**src/rtl/ixc_assign_pipe.sv**
```systemverilog
// Elastic register pipeline that carries a WIDTH-bit word from R to L through STAGES
// valid/ready stages, with bubble collapsing, synchronous flush and an occupancy count.
module ixc_assign_pipe #(
    parameter int WIDTH      = 73,
    parameter int STAGES     = 2,
    parameter bit RESET_DATA = 1'b0,
    localparam int OCC_W     = (STAGES < 1) ? 1 : $clog2(STAGES + 1)
) (
    input  logic             clk,
    input  logic             rst_n,
    input  logic             flush,
    input  logic             r_valid,
    output logic             r_ready,
    input  logic [WIDTH-1:0] R,
    output logic             l_valid,
    input  logic             l_ready,
    output logic [WIDTH-1:0] L,
    output logic [OCC_W-1:0] occupancy
);

    if (STAGES == 0) begin : g_pass
        assign L         = R;
        assign l_valid   = r_valid & ~flush;
        assign r_ready   = l_ready & ~flush;
        assign occupancy = '0;
    end else begin : g_pipe
        logic [STAGES:1]  valid_q;
        logic [STAGES:1]  valid_d;
        logic [STAGES:1]  rdy;
        logic [STAGES:1]  in_v;
        logic [WIDTH-1:0] data_q [1:STAGES];
        logic [WIDTH-1:0] data_d [1:STAGES];
        logic [WIDTH-1:0] in_d   [1:STAGES];

        // An empty stage always accepts, so words compact toward L under back-pressure.
        always_comb begin
            rdy[STAGES] = l_ready | ~valid_q[STAGES];
            for (int i = STAGES - 1; i >= 1; i--) begin
                rdy[i] = rdy[i+1] | ~valid_q[i];
            end
        end

        always_comb begin
            in_v[1] = r_valid & ~flush;
            in_d[1] = R;
            for (int i = 2; i <= STAGES; i++) begin
                in_v[i] = valid_q[i-1];
                in_d[i] = data_q[i-1];
            end
        end

        // Data only moves with a valid word and never during flush, so bubbles keep old data.
        always_comb begin
            for (int i = 1; i <= STAGES; i++) begin
                valid_d[i] = valid_q[i];
                data_d[i]  = data_q[i];
                if (flush) begin
                    valid_d[i] = 1'b0;
                end else if (rdy[i]) begin
                    valid_d[i] = in_v[i];
                    if (in_v[i]) begin
                        data_d[i] = in_d[i];
                    end
                end
            end
        end

        always_ff @(posedge clk or negedge rst_n) begin
            if (!rst_n) begin
                valid_q <= '0;
            end else begin
                valid_q <= valid_d;
            end
        end

        if (RESET_DATA) begin : g_rst_data
            always_ff @(posedge clk or negedge rst_n) begin
                if (!rst_n) begin
                    for (int i = 1; i <= STAGES; i++) data_q[i] <= '0;
                end else begin
                    for (int i = 1; i <= STAGES; i++) data_q[i] <= data_d[i];
                end
            end
        end else begin : g_keep_data
            always_ff @(posedge clk) begin
                for (int i = 1; i <= STAGES; i++) data_q[i] <= data_d[i];
            end
        end

        always_comb begin
            occupancy = '0;
            for (int i = 1; i <= STAGES; i++) begin
                occupancy = occupancy + OCC_W'(valid_q[i]);
            end
        end

        assign r_ready = rdy[1] & ~flush;
        assign l_valid = valid_q[STAGES];
        assign L       = data_q[STAGES];
    end

`ifndef SYNTHESIS
    // Handshake stability on both sides; flush and reset legitimately withdraw words.
    a_r_stable: assert property (@(posedge clk) disable iff (!rst_n)
        (r_valid && !r_ready && !flush) |=> (r_valid && $stable(R)));
    a_l_stable: assert property (@(posedge clk) disable iff (!rst_n)
        (l_valid && !l_ready && !flush) |=> (flush || (l_valid && $stable(L))));
`endif

endmodule

```
**config.mk**
```make
export PLATFORM = sky130hd
export DESIGN_NAME = ixc_assign_pipe
export DESIGN_NICKNAME = d
export VERILOG_FILES = /design/src/rtl/ixc_assign_pipe.sv
export SDC_FILE = /design/constraint.sdc
export NUM_CORES = 1
export LEC_CHECK = 0
export ABC_AREA = 1
export BUFFER_PORTS_ARGS = -buffer_cell sky130_fd_sc_hd__buf_2
export CORE_MARGIN = 2
export CORE_UTILIZATION = 45
export CTS_BUF_LIST = sky130_fd_sc_hd__clkbuf_4
export CTS_CLUSTER_DIAMETER = 120
export DETAILED_ROUTE_END_ITERATION = 8
export MAX_ROUTING_LAYER = met4
export PLACE_DENSITY = 0.74
export SYNTH_ARGS = -nofsm -noshare
export SYNTH_HDL_FRONTEND = slang
export SYNTH_SLANG_ARGS = --single-unit
export TNS_END_PERCENT = 30
```
**constraint.sdc**
```tcl
create_clock -name clk -period 5.5 [get_ports clk]
set_input_delay 0.275 -clock clk [delete_from_list [all_inputs] [get_ports clk]]
set_output_delay 0.275 -clock clk [all_outputs]
set_load 0.05 [all_outputs]
```
==> reports/metrics.yaml, run 1 <==
status:
  outcome: "complete, no violations"
finish:
  multi_input_area_sq_um: 66.31
  seq_area_sq_um: 4434
  layout.cells.non_filler: 563
  drive_above_1_share: 0.4326
  antennaDiodeCount: 0
  area_growth_pct: 45.08
  layout.nets: 498
  fin_area_sq_um: 6551
  num-fill-cells: 640
yosys:
  ys_top_cells_by_area: "edfxtp_1 (97%), dfrtp_1 (1.1%), nand2_1 (0.67%)"
  syn_area_sq_um: 4516
  synth.avg_cell_area_sq_um: 27.20
  synth_cell_types: 8
  synth-main-ff-cell: "edfxtp_1"
  synthCells: 166
  synthesis.nets: 245
  ys_seq_area_frac: 0.9820
  yosys.area.top_type_share: 0.9709
  synth_top_area_cell: "edfxtp_1"
  synth_edf_count: 146
  synth.most_common_cell: "edfxtp_1"
  ys_seq_elements: 148
  ys_async_sr_fraction: 0.01351
  ys_warn_count: 0
  synthTopCellsByCount: "edfxtp_1 (146), nand2_1 (8), inv_1 (6)"
global_route:
  antenna_found_initial: 0
  grt_first_pass_wirelength_mm: 12.45
  grt_overflow_total: 0
  first_global_vias: 2545
  grt_max_degree: 74
  track_usage: 0.1613
route:
  wl_per_cell_um: 14.07
  totalWireLength_mm: 7.920
  vias: 2392
  first_pass_iters: 4
  drc: 0
  postRouteAntennaNets: 0
  drt_iter0_drc: 78
  drt-vias-per-instance: 4.249
power_and_ir_drop:
  pwr_density_cell_nw_per_um2: 329.5
  finalPower_uw: 2159
  p_leak_uw: 0.002549
  ir_drop_mv: 0.1589
place:
  placed_cell_area_sq_um: 5477
  dp.cells: 455
  place.gp.congestion: 0.6940
  portBuffers: 154
  dp_hpwl_mm: 4.520
critical_path:
  reg2reg_from: "g_pipe.valid_q[2]"
  worstSetupEndpoint: "g_pipe.data_q[1][31]"
  path_max_fanout: 40
  ff2ff_path_depth: 6
  reg2reg_to: "g_pipe.data_q[1][31]"
  crit_type: "flop to flop"
  worst_ep_required_time_ns: 5.71
  crit_arrival_ns: 2.31
  r2r_slack_ns: 3.39
  endpoint_kind: "flop"
  startpoint: "g_pipe.valid_q[2]"
  crit_path_start_kind: "flop"
sta:
  fin_skew_ns: 0.01098
  worstMarginPinSlew_ns: 0.9130
  relSlewSlack: 0.3913
  period_share: 0.3829
  rsz0062_at_grt: "false"
  setup_violations: 0
  setup_tns_ns: 0
  slew_viol_final: 0
  fin_crit_ns: 2.106
  hold_violations: 0
  max_freq_mhz: 474.8
floorplan:
  ioPinCount: 155
  die_h_um: 104.2
  die_w_um: 104.2
  start_util: 0.4620
  dieArea_sq_um: 10850
  row_count: 36
  design.core.area_sq_um: 9774
hold_path:
  hp-start: "flush"
  hold_path.class: "input pin to flop"
flow_run:
  cap_violations: 0
clock_tree:
  clk_pin_slew_ns: 0.11
  cts.path.max_buffers: 2
  cts-root-buf: "clkbuf_4"
  cts_resized: 0
  cts_hold_buffers: 78
  htreeDepth: 4
  cts_buffers: 17
  cts_tree: "built"
  clock_sinks: 148
  cts_setup_buffers: 0
  insertion_delay_ns: 0.51
==> cell families (layout without fill, tap and decap cells) <==
| logic type | after synthesis | count (layout) | share of synthesized area |
|---|---|---|---|
| DFF | 148 | 148 | 0.9820 |
| and+or+nand+nor | 11 | 11 | 0.01025 |
| buffers and inverters | 6 | 270 | 0.004987 |
| adders and majority gates | 1 | 1 | 0.002770 |
==> per-layer routing <==
layer  share of wire  GRT usage
met1            0.40     0.1811
met2            0.52     0.2603
met3           0.064    0.05702
met4           0.019    0.07529
met5               0          -
==> worst min path at each step <==
stage	endpoint	slack, ns	cells after the start
finish	g_pipe.valid_q[2]	0.08	4
global route	g_pipe.valid_q[2]	0.02	4
CTS	g_pipe.valid_q[2]	0.004	4
detailed placement	g_pipe.valid_q[2]	0.06	1
global placement	g_pipe.valid_q[2]	0.06	1
floorplan	g_pipe.valid_q[1]	-0.02	0
==> registers in the layout, indices dropped and copies added (netlist names) <==
register        count
g_pipe.data_q     146
g_pipe.valid_q      2
==> worst max-delay path, stage by stage (launching register included) <==
cell and delay, ns:
dfrtp_1 0.40, inv_1 0.07, nor2_2 0.17, nand2_1 0.11
nand2_1 0.09, clkinv_2 0.44, buf_4 0.48
==> final cells by class <==
cell class	count	area share
tap	133	0.02540
clock inverter	13	0.02540
multi-input combinational	12	0.01012
sequential	148	0.6769
inverter	6	0.003629
clock buffer	17	0.01948
timing repair buffer	234	0.2391
==> cell usage in the layout, fill, tap and decap left out, drive strengths merged <==
master,netlist,routed
nand2,8,8
inv,6,5
dfrtp,2,2
clkinvlp,0,2
bufinv,0,4
clkbuf,0,17
nor2,2,2
ha,1,1
buf,0,156
edfxtp,146,146
nand4,1,1
clkinv,0,8
dlygate4sd3,0,78
==> report_power, final <==
part | internal (uW) | switching [uW]
combinational | 68.3 | 104
sequential | 1290 | 9.50
clock | 348 | 344
total | 1700 | 458
==> per-stage QoR <==
stage          hold slack (ns)  setup slack (ns)  utilization
3_3_place_gp           0.05900             3.485       0.5603
6_report               0.08009             3.394       0.6703
2_1_floorplan         -0.02059             1.169            -
3_5_place_dp           0.06484             3.417       0.5603
4_1_cts               0.003952             3.397       0.6703
5_1_grt                0.02185             3.207       0.6703
(Power assumes the default switching activity.)
==> inputs of run 2 (changes only) <==
==> constraint.sdc (replaced) <==
create_clock -name clk -period 2.2 [get_ports clk]
set_input_delay 0.11 -clock clk [delete_from_list [all_inputs] [get_ports clk]]
set_output_delay 0.11 -clock clk [all_outputs]
set_load 0.05 [all_outputs]
==> run 2 against run 1 <==
Net effect: first-iteration DRC count decreased by 18%; register-to-register slack lost 3.1 ns; clock power increased by 97%; sequential share of layout area is essentially flat; clock skew increased by 0.0023 ns; combinational power grew to 2.6 times the previous value; critical path type unchanged; critical endpoint is now g_pipe.valid_q[2].
==> reports/metrics.yaml, run 2 (synthesized netlist as in run 1, its figures left out) <==
clock_tree:
  insertion_delay_ns: 0.50  # about the same
  cts.path.max_buffers: 2  # unchanged
  htreeDepth: 4  # unchanged
  cts-root-buf: "clkbuf_4"
  clock_sinks: 148  # unchanged
  cts_resized: 0  # unchanged
  cts_tree: "built"
  clk_pin_slew_ns: 0.11  # about the same
  cts_buffers: 17  # unchanged
floorplan:
  design.core.area_sq_um: 9774  # unchanged
  row_count: 36  # unchanged
  ioPinCount: 155  # unchanged
  die_w_um: 104.2  # unchanged
  die_h_um: 104.2  # unchanged
  start_util: 0.4620  # unchanged
  dieArea_sq_um: 10850  # unchanged
finish:
  layout.cells.non_filler: 566  # +0.53%
  top_regs: "g_pipe.data_q x146, g_pipe.valid_q x2"
  drive_above_1_share: 0.4411  # +0.008550
  fin_area_sq_um: 6556  # about the same
  largest_reg_flops: 146  # unchanged
  area_growth_pct: 45.19  # about the same
  final_common_cell: "buf_2"
  multi_input_area_sq_um: 76.32  # +15%
  max_flop_register: "g_pipe.data_q"
  seq_area_sq_um: 4436  # about the same
  antennaDiodeCount: 0  # unchanged
  layout.nets: 503  # +1.0%
  final_cell_mix: "buf_2 (154), edfxtp_1 (146), dlygate4sd3_1 (81)"
  num-fill-cells: 644  # +0.63%
route:
  postRouteAntennaNets: 0  # unchanged
  drc: 0  # unchanged
  drt-vias-per-instance: 4.281  # +0.76%
  totalWireLength_mm: 8.051  # +1.7%
  first_pass_iters: 4  # unchanged
  drt_iter0_drc: 64  # -18%
  vias: 2423  # +1.3%
  wl_per_cell_um: 14.22  # +1.1%
flow_run:
  cap_violations: 0  # unchanged
power_and_ir_drop:
  finalPower_uw: 5040  # +130%
  p_leak_uw: 0.002541  # -0.31%
  pwr_density_cell_nw_per_um2: 768.7  # +130%
  ir_drop_mv: 0.3895  # +150%
hold_path:
  whs_path_depth: 4  # unchanged
  holdPathEnd: "g_pipe.data_q[2][52]"
  hold_path.class: "input pin to flop"
  hp-start: "flush"
global_route:
  first_global_vias: 2613  # +2.7%
  grt_first_pass_wirelength_mm: 12.50  # +0.39%
  grt_max_degree: 42  # -43%
  grtUsageMet3: 0.06203  # +0.005013
  track_usage: 0.1622  # +0.0008952
  grt_overflow_total: 0  # unchanged
  grt_use_met1: 0.1764  # -0.004654
  busiest_layer: "met2"
  use_met2: 0.2693  # +0.008929
  antenna_found_initial: 0  # unchanged
place:
  placed_cell_area_sq_um: 5530  # +0.98%
  portBuffers: 154  # unchanged
  dp_hpwl_mm: 4.812  # +6.5%
  place.gp.congestion: 0.6665  # -4.0%
  dp.cells: 457  # +0.44%
critical_path:
  endpoint_kind: "flop"
  reg2reg_from: "g_pipe.valid_q[2]"
  crit_type: "flop to flop"
  worst_ep_required_time_ns: 2.64  # -3.07 ns
  crit_arrival_ns: 2.37  # +0.06 ns
  ff2ff_path_depth: 6  # unchanged
  reg2reg_to: "g_pipe.valid_q[2]"
  crit_path_start_kind: "flop"
  r2r_slack_ns: 0.27  # -3.13 ns
  startpoint: "g_pipe.valid_q[2]"
  path_max_fanout: 4  # -90%
sta:
  setup_violations: 0  # unchanged
  relSlewSlack: 0.6313  # +0.2400
  fin_skew_ns: 0.01331  # +0.002324 ns
  hold_violations: 0  # unchanged
  max_freq_mhz: 517.4  # +9.0%
  fin_crit_ns: 1.933  # -0.1733 ns
  period_share: 0.8785  # +0.4956
  slew_viol_final: 0  # unchanged
  rsz0062_at_grt: "false"
  worstMarginPinSlew_ns: 0.5517  # -0.3613 ns
status:
  outcome: "complete, no violations"
[run 2: worst max-delay path by stage]
stage                     cells after the start                   end
after CTS                                     6     g_pipe.valid_q[2]
after detailed placement                      3  g_pipe.data_q[2][71]
after global placement                        3  g_pipe.data_q[2][48]
final                                         6     g_pipe.valid_q[2]
after floorplan                               5   g_pipe.data_q[1][0]
after global routing                          6     g_pipe.valid_q[2]
[run 2: layout make-up]
class	instances	share of cell area
clock buffers	20	0.02290
clock inverters	8	0.009924
inverters	6	0.004008
multi-input cells	12	0.01164
flip-flops and latches	148	0.6765
well taps	133	0.02538
repair buffers	239	0.2496
[run 2: power by group]
group	switching (uW)	internal, uW
logic	265	182
clock network	797	558
registers	25.9	3210
[run 2: critical path, stage by stage (launching register included)]
cell,delay [ns]
dfrtp_2,0.42
inv_2,0.05
nor2_4,0.15
nand2_1,0.06
dlygate4sd3_1,0.56
nand2_1,0.06
dlygate4sd3_1,0.57
[run 2: metal layers]
layer,up-vias,wire length (um)
met5,-,0
met4,0,133
met3,15,534
met2,114,4219
met1,1126,3164
li1,1168,-
[run 2: repair_timing]
item / 4_1_cts / 5_1_grt
hold endpoints to repair: 77 / 0
hold buffers: 81 / 0
setup endpoints to repair: 0 / 0
buffers inserted: 0 / 0
[run 2: metrics by stage]
step           setup WS (ns)  hold WS [ns]    util  TNS (ns)
2_1_floorplan        -0.1332       -0.1856       -    -9.723
3_3_place_gp          0.6288       -0.1053  0.5658         0
3_5_place_dp          0.5763       -0.1006  0.5658         0
4_1_cts               0.3021        0.1639  0.6708         0
5_1_grt               0.1869        0.1796  0.6708         0
6_report              0.2672        0.2072  0.6708         0
